File: config.mk
export PLATFORM = sky130hd
export DESIGN_NAME = irq_ctrl
export DESIGN_NICKNAME = d
export VERILOG_FILES = /design/src/rtl/irq_ctrl.sv
export SDC_FILE = /design/constraint.sdc
export NUM_CORES = 1
export LEC_CHECK = 0
export ABC_CLOCK_PERIOD_IN_PS = 2300
export CAP_MARGIN = 10
export CORE_MARGIN = 8
export CORE_UTILIZATION = 40
export CTS_CLUSTER_DIAMETER = 50
export DETAILED_ROUTE_END_ITERATION = 6
export PLACE_DENSITY_LB_ADDON = 0.25
export SLEW_MARGIN = 15
export SYNTH_ARGS = -nofsm -noshare
export SYNTH_HDL_FRONTEND = slang
export SYNTH_SLANG_ARGS = --single-unit
File: constraint.sdc
create_clock -name clk -period 2.3 [get_ports clk]
set_clock_uncertainty 0.1 [all_clocks]
set_input_delay 0.575 -clock clk [delete_from_list [all_inputs] [get_ports clk]]
set_output_delay 0.575 -clock clk [all_outputs]
set_load 0.05 [all_outputs]
File: src/rtl/irq_ctrl.sv
// Edge-latched interrupt controller with a four-byte register window, one
// request in flight at a time, and an idle gap enforced after end-of-interrupt.
module irq_ctrl #(
  parameter int          N_SRC = 3,
  parameter logic [15:0] BASE  = 16'd980,
  parameter int          GAP   = 4
) (
  input  logic             clk,
  input  logic             rst_n,
  input  logic [N_SRC-1:0] src,
  input  logic [15:0]      bus_addr,
  input  logic             bus_we,
  input  logic [7:0]       bus_din,
  output logic [7:0]       bus_dout,
  input  logic             user_mode,
  output logic             irq_req,
  output logic [2:0]       irq_id,
  input  logic             irq_ack,
  input  logic             irq_eoi,
  output logic [1:0]       dbg_state
);

  localparam int GW = (GAP > 1) ? $clog2(GAP + 1) : 1;

  typedef enum logic [1:0] {
    IDLE    = 2'd0,
    REQ     = 2'd1,
    SERVICE = 2'd2
  } state_t;

  state_t             state_q, state_d;
  logic [N_SRC-1:0]   pend_q, pend_d;
  logic [N_SRC-1:0]   mask_q;
  logic [N_SRC-1:0]   src_q;
  logic               primed_q;
  logic               ctrl_en_q;
  logic [7:0]         isr_q;
  logic [GW-1:0]      gap_q;
  logic [2:0]         id_q;
  logic               req_q;
  logic [7:0]         dout_q;

  logic [15:0]        off;
  logic               hit_pend, hit_mask, hit_isr, hit_ctrl;
  logic [N_SRC-1:0]   rise, w1c, cand, ack_clr;
  logic [7:0]         pend8, mask8, rd_data;
  logic [2:0]         pick_id;
  logic               gap_zero, take, ack_take, eoi_take;
  logic               unused_din;

  assign off      = bus_addr - BASE;
  assign hit_pend = (off == 16'd0);
  assign hit_mask = (off == 16'd1);
  assign hit_isr  = (off == 16'd2);
  assign hit_ctrl = (off == 16'd3);

  // The first edge after reset only primes src_q, so a source held high
  // through reset release is not mistaken for a fresh edge.
  assign rise     = primed_q ? (src & ~src_q) : '0;
  assign w1c      = (bus_we && hit_pend) ? bus_din[N_SRC-1:0] : '0;
  assign cand     = pend_q & mask_q;
  assign gap_zero = (GAP == 0) || (gap_q == '0);
  assign unused_din = ^bus_din;

  always_comb begin
    pend8 = '0;
    mask8 = '0;
    pend8[N_SRC-1:0] = pend_q;
    mask8[N_SRC-1:0] = mask_q;
  end

  // Lowest set index wins: scan downward so the last assignment is the lowest.
  always_comb begin
    pick_id = '0;
    for (int i = N_SRC - 1; i >= 0; i--) begin
      if (cand[i]) pick_id = 3'(i);
    end
  end

  always_comb begin
    state_d  = state_q;
    take     = 1'b0;
    ack_take = 1'b0;
    eoi_take = 1'b0;
    case (state_q)
      IDLE: begin
        if (ctrl_en_q && (|cand) && user_mode && gap_zero) begin
          state_d = REQ;
          take    = 1'b1;
        end
      end
      REQ: begin
        if (irq_ack) begin
          state_d  = SERVICE;
          ack_take = 1'b1;
        end else if (!(pend8[id_q] && mask8[id_q]) || !ctrl_en_q || !user_mode) begin
          state_d = IDLE;
        end
      end
      SERVICE: begin
        if (irq_eoi) begin
          state_d  = IDLE;
          eoi_take = 1'b1;
        end
      end
      default: state_d = IDLE;
    endcase
  end

  always_comb begin
    for (int i = 0; i < N_SRC; i++) begin
      ack_clr[i] = ack_take && (id_q == 3'(i));
    end
  end

  // New edges are OR-ed in last so they beat both W1C and the ack clear.
  assign pend_d = (pend_q & ~w1c & ~ack_clr) | rise;

  always_comb begin
    rd_data = 8'h00;
    if (hit_pend)      rd_data = pend8;
    else if (hit_mask) rd_data = mask8;
    else if (hit_isr)  rd_data = isr_q;
    else if (hit_ctrl) rd_data = {7'd0, ctrl_en_q};
  end

  always_ff @(posedge clk or negedge rst_n) begin
    if (!rst_n) begin
      state_q   <= IDLE;
      pend_q    <= '0;
      mask_q    <= '0;
      src_q     <= '0;
      primed_q  <= 1'b0;
      ctrl_en_q <= 1'b0;
      isr_q     <= 8'hFF;
      gap_q     <= '0;
      id_q      <= '0;
      req_q     <= 1'b0;
      dout_q    <= 8'h00;
    end else begin
      state_q  <= state_d;
      pend_q   <= pend_d;
      src_q    <= src;
      primed_q <= 1'b1;
      req_q    <= (state_d == REQ);
      dout_q   <= rd_data;
      if (bus_we && hit_mask) mask_q <= bus_din[N_SRC-1:0];
      if (bus_we && hit_ctrl) ctrl_en_q <= bus_din[0];
      if (take) id_q <= pick_id;
      if (ack_take)      isr_q <= {5'd0, id_q};
      else if (eoi_take) isr_q <= 8'hFF;
      if (eoi_take && (GAP > 0)) gap_q <= GW'(GAP);
      else if (gap_q != '0)      gap_q <= gap_q - GW'(1);
    end
  end

  assign bus_dout  = dout_q;
  assign irq_req   = req_q;
  assign irq_id    = id_q;
  assign dbg_state = state_q;

endmodule

Yosys cells after proc, flatten, opt, wreduce, memory -nomap -nowiden:

Cells that the tools add are included.

* bits in registers: 36

* bitwise operators: 8
* eq/ne operators: 8
* reduce and logical (&&, ||, !) cells: 23
* add/subtract/negate cells: 2
* order comparisons: 1
* mux-type cells: 28

Operator list (number)
* 8-bit two-way mux: 5
* 16-bit by 2-bit == test with 1-bit output, second input constant: 2
* 3-bit two-way mux: 6
* 16-bit by 1-bit == test with 1-bit output, second input constant: 1
* 16-bit zero test: 1
* 16-bit by 10-bit subtractor with 16-bit output, second input constant: 1
* 3-bit bitwise AND: 4
* 1-bit logical AND: 10
* 2-bit two-way mux: 5
* 1-bit two-way mux: 9
* 3-bit inverter: 3
* 1-bit binary-select mux with 3-bit select: 2
* 3-bit zero test: 2
* 2-bit case mux with 3 select lines: 1
* 2-bit by 1-bit == test with 1-bit output, second input constant: 2
* 3-bit by 4-bit less-than comparator with 1-bit output, second input constant: 1
* 2-bit nonzero test: 2
* 3-bit by 1-bit == test with 1-bit output, second input constant: 1
* 3-bit by 2-bit == test with 1-bit output, second input constant: 1
* 1-bit zero test: 3
* 3-bit OR: 1
* 3-bit nonzero test: 1
* 3-bit OR reduction: 1
* 3-bit by 1-bit subtractor with 3-bit output, second input constant: 1
* other kinds (3): 4

Depth between registers and ports, before layout:

* depth in word-level cells: 10
* gate-level depth with buffers: 6

Worst setup path before layout:

Ideal clock, no wire load.

* kind: input -> register
* from: input bus_addr[3]
* to: register mask_q[0]
* path buffers: 0
* stages: 4
* setup time: 0.128 ns
* slack: 0.276 ns
* data arrival time: 1.797 ns
* required time: 2.072 ns
* cell sequence: o21a_1 nand4bb_2 a2111oi_4 mux2_1

* cells in the longest elaborated chain, start to end: 3

Ends and longest elaborated chain
* from (decl): RTL line 11 `input logic [15:0] bus_addr,`
* 16-bit by 10-bit subtractor with 16-bit output: RTL line 51 `assign off = bus_addr - BASE;`
* 16-bit by 1-bit == test with 1-bit output: RTL line 53 `assign hit_mask = (off == 16'd1);`
* 1-bit logical AND: RTL line 147 `if (bus_we && hit_mask) mask_q <= bus_din[N_SRC-1:0];`
* to (signal assigned): RTL line 147
* to (decl): RTL line 33 `logic [N_SRC-1:0] mask_q;`

Every way passes these cells.
A chain may end at the register's enable or synchronous reset.

==> flow_summary_export.csv <==
group,metric,value,unit
status,status,"finished, final reports clean",
route,avgRoutedWirePerCell,14.8,µm
final_layout,diodes,0,
worst_setup_path,cp_max_fo,5,
worst_setup_path,crit_buf_inv,1,
timing,finalWorstSetupSlack,0.0727,ns
worst_setup_path,cp.required,1.62,ns
floorplanning,dieArea,5550,µm²
cts,cts_max_path_buffers,2,
pwr,p_int,0.588,mW
synthesis,async_flop_share,100,%
grt,grt_pass1_vias,1256,
timing,hold_slack,0.331,ns
worst_setup_path,cp-start-kind,"flip-flop",
pwr,clkPwrFrac,25.5,%
worst_setup_path,worstPathArrival,1.55,ns
final_layout,fin_area,1890,µm²
timing,maxSlewViolCount,0,
cts,clkTransAtPathRegs,0.13,ns
final_layout,area_delta_synth_final,38.1,%
placement,gp_congestion,0.849,
synthesis,ys_types,42,
timing,finalCritPeriodShare,96.8,%
worst_setup_path,worstPathCellList,"clkdlybuf4s50_1",
pwr,powerDensity,400,nW/µm²
synthesis,ys.flop_type,"dfrtp_1",
grt,track_usage,12.8,%
route,drt-pass1-iter-count,4,
cts,insertion_delay,0.32,ns
pwr,seqPwrFrac,61.2,%
timing,fmax,449,MHz
synthesis,avgSynthCellArea,10.2,µm²
pwr,ir_drop,324,µV
floorplanning,core_area,3310,µm²
final_layout,drive_gt1_share,16.5,%
timing,rsz0062_at_grt,"no",
job,drv_cap,0,
placement,place_hpwl,2730,µm
pwr,p_leak,0.806,nW
cts,numCtsBuffers,3,
synthesis,ys_warn_count,0,
cts,cts_tree,"built",
pwr,switching_power,0.168,mW
synthesis,syn_nets,169,
synthesis,synthesis.area,1370,µm²
route,vias_per_cell,5.22,
worst_setup_path,path_class,"flip-flop to output port",
placement,placed_area,1860,µm²
floorplanning,die_w,74.5,µm
placement,dpl_worst_slack,-0.300,ns
final_layout,final_common_cell,"clkdlybuf4s50_1",
floorplanning,ios,47,
grt,grt_pass1_wl,5550,µm
worst_setup_path,cp_slowest_cell,"clkdlybuf4s50_1",
synthesis,synthCells,134,
synthesis,synth-seq-area-share,47.8,%
cts,numClockSinks,26,
timing,final_hold_viol_count,0,
timing,final-setup-viol-count,0,
grt,grt_max_degree,27,
cts,cts_max_level,1,
worst_setup_path,critical_path.top_delay_family,"buffers and inverters",
cts,cts_root_buf,"clkbuf_4",
worst_setup_path,critPathCaptureType,"output port",
route,ant_nets,0,
pwr,swShare,22.3,%
pwr,pwr-share-comb,13.3,%
floorplanning,rows,21,
synthesis,synth.ff_latch_count,26,
grt,antenna_found_initial,0,
timing,max_slew_margin,66.0,%
cts,holdBufCountCts,0,
route,drc,0,
timing,tightest_slew,0.509,ns
floorplanning,die_h,74.5,µm
timing,finalCriticalPeriod,2.23,ns
route,drt_iter0_markers,62,
grt,gr-total-overflow,0,
final_layout,nets,218,
worst_setup_path,slowest_delay,0.82,ns
placement,portBuffers,40,
synthesis,synth_enable_flop_cells,0,
final_layout,mostFrequentLayoutCells,"clkdlybuf4s50_1, dfrtp_1, nand2_1",
min_path,hold_path_class,"flip-flop to flip-flop",
route,routed_wl,3380,µm
floorplanning,start_util,41.4,%
route,dr_total_vias,1191,
metal layers:
layer	GRT usage [%]	part of all wire, %	vias to the layer above
met5	0	0	-
met4	4.13	1.2	0
met3	4.45	4.9	6
met2	23.2	54	28
met1	13.5	40	577
li1	-	-	580
final timing paths:
path	start	end	slack, ns	cells past startpoint
max	bus_dout[6]$_DFF_PN0_	bus_dout[5]	0.07	1
min	src_q[1]$_DFF_PN0_	pend_q[1]$_DFF_PN0_	0.33	1
max reg2reg	gap_q[0]$_DFFE_PN0P_	irq_id[0]$_DFFE_PN0P_	0.65	7
min reg2reg	src_q[1]$_DFF_PN0_	pend_q[1]$_DFF_PN0_	0.33	1
max in group asynchronous	rst_n	isr_q[1]$_DFFE_PN1P_	1.29	2
min in group asynchronous	rst_n	bus_dout[0]$_DFF_PN0_	0.51	2
registers in the layout, indices dropped and copies added, names as in the netlist, 2 cells and up:
name	count
isr_q	3
mask_q	3
irq_id	2
gap_q	3
bus_dout	4
pend_q	3
src_q	3
dbg_state	2
per-stage QoR:
step	util, %	cells	total power, mW	TNS [ns]
after floorplan	-	134	0.502	0
after global placement	56.0	224	0.569	-1.07
after detailed placement	56.0	224	0.572	-1.58
after CTS	56.8	228	0.762	0
after global routing	57.1	228	0.789	0
final	57.1	228	0.756	0
cell families after synthesis:
group / after synthesis / synth area share [%]
AND/OR/NAND/NOR: 46 / 19.3
AO/OA/AOI/OAI: 37 / 19.1
flip-flops: 26 / 47.8
buffers and inverters: 14 / 5.21
multiplexers: 6 / 5.66
adder cells (fa/ha/maj): 2 / 1.83
other: 2 / 0.548
XOR/XNOR: 1 / 0.639
power groups by stage:
stage          sequential [mW]  clock [mW]  combinational, mW
2_1_floorplan            0.471           0             0.0314
6_report                 0.462       0.192              0.101
3_5_place_dp             0.471           0              0.101
3_3_place_gp             0.471           0             0.0979
5_1_grt                  0.463       0.215              0.110
4_1_cts                  0.463       0.198              0.101
cells in the mapped netlist, types with 2 or more instances:
| cell type | number | area, µm² |
|---|---|---|
| mux2_1 | 3 | 33.8 |
| a21oi_1 | 6 | 30.0 |
| nor3_1 | 2 | 10.0 |
| o21ai_0 | 12 | 60.1 |
| clkbuf_1 | 2 | 7.51 |
| nand3_1 | 2 | 10.0 |
| conb_1 | 2 | 7.51 |
| o41ai_1 | 3 | 26.3 |
| nand2_1 | 17 | 63.8 |
| buf_4 | 5 | 37.5 |
| o311ai_0 | 2 | 17.5 |
| nand2b_1 | 2 | 12.5 |
| nor4_1 | 2 | 12.5 |
| nor2_1 | 9 | 33.8 |
| dfstp_2 | 3 | 78.8 |
| a22oi_1 | 2 | 15.0 |
| dfrtp_1 | 23 | 576 |
| nor3b_1 | 2 | 15.0 |
| ha_1 | 2 | 25.0 |
| inv_1 | 7 | 26.3 |
| a211oi_1 | 4 | 30.0 |
| nand3b_1 | 2 | 15.0 |
what timing repair did:
action | in CTS | in global routing
setup endpoints to repair | 0 | 6
hold endpoints to repair | 0 | 0
resized for setup | 0 | 3
setup buffers | 0 | 0
area by class of cell:
| cell class | instances | area [µm²] |
|---|---|---|
| repair buffers | 51 | 478 |
| clock buffers | 4 | 26.3 |
| multi-input cells | 94 | 649 |
| well taps | 46 | 57.6 |
| flip-flops and latches | 26 | 654 |
| fillers | 319 | 1420 |
| inverters | 7 | 26.3 |
No activity file was read; power rests on OpenSTA's default activity.
